===== src/rtl/pipeline_arbiter.sv =====
// pipeline_arbiter: round-robin arbiter that shares one pipeline input port
// among NUM_REQ requesters and holds the granted beat in a single output slot.
//
// Ports:
//   clk, reset        clock (rising edge) and asynchronous active-low reset
//   req_address/id    packed requester payloads, requester k at [k*W +: W]
//   req_valid         per-requester valid
//   req_mask          per-requester eligibility (0 = ignored, stall held 1)
//   req_stall         per-requester stall (combinational, follows in_stall)
//   out_address/id    registered payload driven into the pipeline
//   out_src           index of the requester that issued the current beat
//   out_valid         registered valid into the pipeline
//   in_stall          stall back from the pipeline
//   grant_count       saturating count of accepted transfers

`ifndef ADDRESS_WIDTH
`define ADDRESS_WIDTH 32
`endif
`ifndef ID_WIDTH
`define ID_WIDTH 8
`endif

module pipeline_arbiter #(
  parameter int unsigned NUM_REQ   = 4,
  parameter int unsigned SRC_WIDTH = $clog2(NUM_REQ)
) (
  input  logic                              clk,
  input  logic                              reset,
  input  logic [NUM_REQ*`ADDRESS_WIDTH-1:0] req_address,
  input  logic [NUM_REQ*`ID_WIDTH-1:0]      req_id,
  input  logic [NUM_REQ-1:0]                req_valid,
  output logic [NUM_REQ-1:0]                req_stall,
  input  logic [NUM_REQ-1:0]                req_mask,
  output logic [`ADDRESS_WIDTH-1:0]         out_address,
  output logic [`ID_WIDTH-1:0]              out_id,
  output logic [SRC_WIDTH-1:0]              out_src,
  output logic                              out_valid,
  input  logic                              in_stall,
  output logic [15:0]                       grant_count
);

  localparam int unsigned AW = `ADDRESS_WIDTH;
  localparam int unsigned IW = `ID_WIDTH;
  localparam int unsigned CW = 16;

  // Unpacked views of the requester payload buses.
  logic [AW-1:0] addr_arr [NUM_REQ];
  logic [IW-1:0] id_arr   [NUM_REQ];

  for (genvar k = 0; k < NUM_REQ; k++) begin : g_unpack
    assign addr_arr[k] = req_address[k*AW +: AW];
    assign id_arr[k]   = req_id[k*IW +: IW];
  end

  logic [SRC_WIDTH-1:0] ptr;
  logic [NUM_REQ-1:0]   eligible;
  logic                 any_eligible;
  logic [SRC_WIDTH-1:0] winner;
  logic [SRC_WIDTH-1:0] ptr_next;
  logic                 slot_ready;
  logic                 accept;

  // The slot can take a new beat when empty or draining this cycle.
  assign slot_ready = !out_valid || !in_stall;
  assign eligible   = req_valid & req_mask;

  // Round-robin scan starting at ptr, wrapping modulo NUM_REQ.
  always_comb begin
    logic [SRC_WIDTH:0] sum;
    any_eligible = 1'b0;
    winner       = '0;
    sum          = '0;
    for (int unsigned i = 0; i < NUM_REQ; i++) begin
      sum = {1'b0, ptr} + (SRC_WIDTH+1)'(i);
      if (sum >= (SRC_WIDTH+1)'(NUM_REQ)) begin
        sum = sum - (SRC_WIDTH+1)'(NUM_REQ);
      end
      if (!any_eligible && eligible[SRC_WIDTH'(sum)]) begin
        any_eligible = 1'b1;
        winner       = SRC_WIDTH'(sum);
      end
    end
  end

  // Reset gating keeps every requester stalled while reset is asserted.
  assign accept = reset && slot_ready && any_eligible;

  for (genvar k = 0; k < NUM_REQ; k++) begin : g_stall
    assign req_stall[k] = !(accept && (winner == SRC_WIDTH'(k)));
  end

  assign ptr_next = (winner == SRC_WIDTH'(NUM_REQ - 1)) ? '0
                                                         : winner + SRC_WIDTH'(1);

  // Output slot, rr pointer and transfer counter.
  always_ff @(posedge clk or negedge reset) begin
    if (!reset) begin
      out_valid   <= 1'b0;
      out_address <= '0;
      out_id      <= '0;
      out_src     <= '0;
      ptr         <= '0;
      grant_count <= '0;
    end else if (slot_ready) begin
      if (any_eligible) begin
        out_valid   <= 1'b1;
        out_address <= addr_arr[winner];
        out_id      <= id_arr[winner];
        out_src     <= winner;
        ptr         <= ptr_next;
        if (grant_count != {CW{1'b1}}) begin
          grant_count <= grant_count + CW'(1);
        end
      end else begin
        out_valid <= 1'b0;
      end
    end
  end

endmodule


===== config.mk =====
export PLATFORM = sky130hd
export DESIGN_NAME = pipeline_arbiter
export DESIGN_NICKNAME = d
export VERILOG_FILES = /design/src/rtl/pipeline_arbiter.sv
export SDC_FILE = /design/constraint.sdc
export NUM_CORES = 1
export LEC_CHECK = 0
export BUFFER_PORTS_ARGS = -buffer_cell sky130_fd_sc_hd__buf_2
export CAP_MARGIN = 5
export CORE_MARGIN = 2
export CORE_UTILIZATION = 30
export CTS_CLUSTER_DIAMETER = 40
export DETAILED_ROUTE_END_ITERATION = 16
export MAX_ROUTING_LAYER = met4
export PLACE_DENSITY_LB_ADDON = 0.12
export SLEW_MARGIN = 20
export SYNTH_ARGS = -nofsm -noshare
export SYNTH_HDL_FRONTEND = slang
export SYNTH_SLANG_ARGS = --single-unit

===== constraint.sdc =====
create_clock -name clk -period 4.2 [get_ports clk]
set_input_delay 0.21 -clock clk [delete_from_list [all_inputs] [get_ports clk]]
set_output_delay 0.21 -clock clk [all_outputs]
set_load 0.01 [all_outputs]

# After elaboration in Yosys (flattened, before gate mapping)
# Cells that the tools add are included.
[op_classes]
add_sub_neg = 9
mul = 0
n_div = 0
n_lt_le_gt_ge = 9
n_eq_ne = 4
shift = 0
n_mux = 28
n_bitwise = 2
reduce_logical = 22
[ops]
columns = ["cell", "n"]
rows = [
  ["binary-select mux 32 bit (select 2 bit)", 1],
  ["2-to-1 mux 32 bit", 2],
  ["2-to-1 mux 2 bit", 9],
  ["adder 16 x 1 -> 16 bit (second input constant)", 1],
  ["binary-select mux 8 bit (select 2 bit)", 1],
  ["2-to-1 mux 8 bit", 2],
  ["inequality test 16 bit (second input constant)", 1],
  [">= comparator 3 bit (second input constant)", 4],
  ["less-than comparator 2 x 3 -> 1 bit (second input constant)", 4],
  ["logical AND 1 bit", 9],
  ["logical NOT 1 bit", 9],
  ["2-to-1 mux 1 bit", 9],
  ["binary-select mux 1 bit (select 2 bit)", 4],
  ["subtractor 2 x 1 -> 2 bit (second input constant)", 4],
  ["adder 2 x 2 -> 3 bit (second input constant)", 2],
  ["bitwise AND 4 bit", 1],
  ["equality test 2 bit (second input constant)", 2],
  ["adder 2 x 1 -> 3 bit (second input constant)", 1],
  [">= comparator 2 x 3 -> 1 bit (second input constant)", 1],
  ["inverter 2 -> 3 bit", 1],
  ["AND reduction 3 bit", 1],
  ["adder 2 x 1 -> 2 bit (second input constant)", 1],
  ["equality test 2 x 1 -> 1 bit (second input constant)", 1],
  ["logical NOT 2 bit", 1],
  ["2 further kinds", 2],
]
[totals]
register_bits = 61
latch_bits = 0
ram_bits = 0
mem_bits_ro = 0
inputBits = 171
output_inout_bits = 63
n_memories = 0

# Longest topological paths before layout
[logic_depth]
ltp_word = 18
ltp_mapped = 9
ltp_nobuf = 7

# Worst setup path before layout
# OpenSTA, ideal clock, no wires.
[synth_path]
path_kind = "register to output"
start = "register ptr[1]"
end = "output req_stall[3]"
arrival_ns = 1.573
t_required_ns = 3.990
setup_slack_ns = 2.417
stages_incl_launch_ff = 9
path_buffers = 2
path_cell_list = "dfrtp_1 -> nand3_2 -> a32o_2 -> o311ai_4 -> buf_12 -> buf_8 -> inv_2 -> ha_1 -> nand3_1"
[synth_via]
elab_chain_cells = 17
elab_cells_between_ends = 41
cone_classes = "add/sub: 7; order compare: 4; eq/ne: 1; mux: 20; reduce/logical: 9"
[synth_lines]
columns = ["element", "line", "source"]
rows = [
  ["start: declaration", "55", "logic [SRC_WIDTH-1:0] ptr;"],
  ["start signal: assignment", "110", "ptr <= ptr_next;"],
  ["branches (longest 15 deep; another with adder 2 x 1 -> 3 bit)", "--", ""],
  ["logical AND 1 bit (*)", "89", "assign req_stall[k] = !(accept && (winner == SRC_WIDTH'(k)));"],
  ["logical NOT 1 bit (*)", "89", ""],
  ["end: declaration", "32", "output logic [NUM_REQ-1:0] req_stall,"],
]
# Every way passes the cells marked *. The select of a mux whose other input is x is not followed.

# Final worst setup path
# Ends and elaborated chain as after synthesis.

==> impl_results.md <==
- Status: finished, final reports clean
- Max frequency: 385.8 MHz
- Critical Path Source Type: flop
- Met3 Usage GRT: 0.03613
- Crit end category: output port
- Final setup viols: 0
- Critical Path RT: 3.99 ns
- Maximum number of pins on one net before global-route repair: 47
- Layout cell share with drive strength beyond 1: 0.4706
- Final worst-path cycle share: 0.6171
- CP Data Arrival Time: 2.38 ns
- Worst Tran Pin Value: 0.8614 ns
- IO buf count: 233
- Unrepaired setup endpoints after global routing: false
- Design Power: 2.337 mW
- Iteration count of the initial detailed-routing pass: 4
- Post-synth top area share: 0.4230
- Clock tree sinks: 61
- LEAKAGE: 2.832 nW
- Routed wire per std cell: 15.12 um
- P per Cell Area: 458.3 mW/mm^2
- Initial antenna violation count: 0
- DR vias/cell: 4.863
- Synth unique cells: 35
- Later-pin clock latency in the skew report: 0.32 ns
- Total gr overflow: 0
- Cells after synthesis: 330
- Met2 Resource Use GR: 0.2910
- Hold Crit Class: input port to flop
- Critical path class: flop to output port
- Syn nets: 503
- IO Pins: 234
- Die area: 0.01292 mm^2
- Final ANT Viol Nets: 0
- Via count: 3443
- Area leader, netlist: dfrtp_1
- Final core occ: 0.4300
- Final hold vios: 0
- Grt peak-use layer: met2
- TNS Setup: 0 ns
- # rows: 40
- Clock skew: 0.008142 ns
- GPL Wtd Cong: 0.7468
- Post-Syn Area: 0.003608 mm^2
- Core box area: 0.01186 mm^2
- DP Cell Count: 691
- Clock transition at path regs: 0.06 ns
- Die X-Extent: 113.7 um
- Number of max-cap violations: 0
- CP Max Fanout: 38
- First-pass GRT wire length: 16410 um
- Top cells by area, synth: dfrtp_1 (42%), mux2i_1 (22%), o221ai_1 (9.7%)
- Initial DRC count: 115
- TritonCTS Buffers: 9
- Vias in the first global route: 3316
- Die Ht: 113.7 um
- Max rail drop VDD: 0.0002261 V
- Initial core utilization: 0.3042
- WL final: 10710 um
- Final Cell Area: 0.005100 mm^2
- Area growth, synth to finish: 41.33%
- Total track usage: 0.1662
- DRC viols: 0
- Root buffer cell: clkbuf_16
- Placement Cell Area: 0.004790 mm^2
- Post-detail-place hpwl: 8059 um
- Post-layout nets: 729
- Met1 usage in global routing: 0.1930
- Clk buf depth: 2
- Final Slew Violations: 0
- Layout Cells excl Fill: 708
- Post-CTS Resized: 0
- Slew headroom: 0.4258
- Synthesis warning total: 0
- Register area share after synthesis: 0.4230
- Yosys reg bits: 61
- # diodes: 0
- Mean post-synth cell area: 10.93 um^2
- CTS H-tree depth: 3
- Tmin final: 2.592 ns
- CTS tree: built
==> sequential cells by signal, summed over array words and instances (netlist names) <==
signal,flops
out_address,32
grant_count,16
out_id,8
out_src,2
ptr,2
out_valid,1
==> what timing repair did <==
action,CTS,global route
buffers inserted,0,0
hold buffers,1,0
endpoints found under the hold margin,15,0
==> worst paths after layout <==
| kind | from | to | slack, ns | depth (start not counted) |
|---|---|---|---|---|
| min | req_address[55] | out_address[23]$_DFFE_PN0P_ | 0.21 | 3 |
| min reg2reg | out_src[1]$_DFFE_PN0P_ | out_src[1]$_DFFE_PN0P_ | 0.48 | 2 |
| max in group asynchronous | reset | out_address[25]$_DFFE_PN0P_ | 2.84 | 3 |
| max | ptr[1]$_DFFE_PN0P_ | req_stall[3] | 1.61 | 8 |
| max reg2reg | out_valid$_DFFE_PN0N_ | out_address[14]$_DFFE_PN0P_ | 1.71 | 5 |
| min in group asynchronous | reset | out_valid$_DFFE_PN0N_ | 0.38 | 2 |
==> worst max-delay path: stages (launching register included) <==
cell and delay, ns:
dfrtp_1 0.48, nand3_2 0.11, a32o_2 0.30, o311ai_4 0.09, buf_4 0.54, inv_2 0.09
ha_1 0.22, nand3_1 0.07, buf_2 0.15
==> area by class of cell <==
cell class                      instances  area, um^2
Multi-Input combinational cell        242        1861
Timing Repair Buffer                  240        1221
Clock buffer                            9       225.2
Inverter                                2       7.507
Sequential cell                        61        1526
Clock inverter                          7       75.07
Fill cell                            1171        6761
Tap cell                              147       183.9
==> through the flow <==
| step | worst slack [ns] | hold WS [ns] |
|---|---|---|
| CTS | 1.561 | 0.1965 |
| global placement | 1.742 | 0.1860 |
| global route | 1.317 | 0.2087 |
| detailed placement | 1.647 | 0.1877 |
| finish | 1.608 | 0.2089 |
| floorplan | 2.417 | -0.08559 |
==> synth_stat cells <==
library cell / count
clkbuf_4: 2
buf_8: 1
a41oi_2: 1
buf_1: 1
inv_2: 2
nor2_1: 3
o311ai_4: 1
mux2i_1: 80
a41oi_1: 1
xnor2_1: 11
and2_1: 3
dfrtp_1: 61
or2_0: 1
and3_1: 5
a32o_2: 1
o221ai_1: 40
nand3_1: 4
clkbuf_1: 11
a21oi_1: 2
or2_2: 1
mux2_1: 2
nand4_1: 11
nand3b_1: 1
buf_12: 6
ha_1: 2
xor2_1: 3
o2111ai_1: 2
a31o_2: 1
nand3_2: 1
a41o_1: 1
buf_2: 4
and2_0: 1
o21ai_1: 1
nand2_1: 61
and4_1: 1
==> cell families (layout without fill, tap and decap cells) <==
family                   count (synthesis)  count (layout)  synth area share
XOR/XNOR                                14              14           0.03398
adder cells (fa/ha/maj)                  2               2          0.006934
AND/OR/NAND/NOR                         93              93            0.1176
flip-flops                              61              61            0.4230
buffers and inverters                   27             258           0.06172
multiplexers                            82              82            0.2282
AO/OA/AOI/OAI                           51              51            0.1286
==> power breakdown <==
| part | total [mW] | switching (mW) | internal [mW] |
|---|---|---|---|
| combinational | 0.749 | 0.399 | 0.351 |
| sequential | 0.851 | 0.110 | 0.740 |
| clock | 0.737 | 0.276 | 0.461 |
| total | 2.34 | 0.785 | 1.55 |
==> routing by layer <==
| layer | vias to the layer above | wire length (um) |
|---|---|---|
| met4 | 0 | 79 |
| met2 | 143 | 5431 |
| met5 | - | 0 |
| met3 | 4 | 691 |
| met1 | 1591 | 4505 |
| li1 | 1705 | - |
==> cells in the final DEF (no fill, tap or decap), drive strengths merged, types with 3 or more instances in the layout <==
master    Yosys  layout
nand3         5       5
inv           2       3
nand2        61      61
o221ai       40      40
clkinvlp      0       3
mux2i        80      80
dfrtp        61      61
buf          12     239
and3          5       5
xnor2        11      11
and2          4       4
nand4        11      11
xor2          3       3
clkbuf       13       9
nor2          3       3
Power figures use the tool's default switching activity.
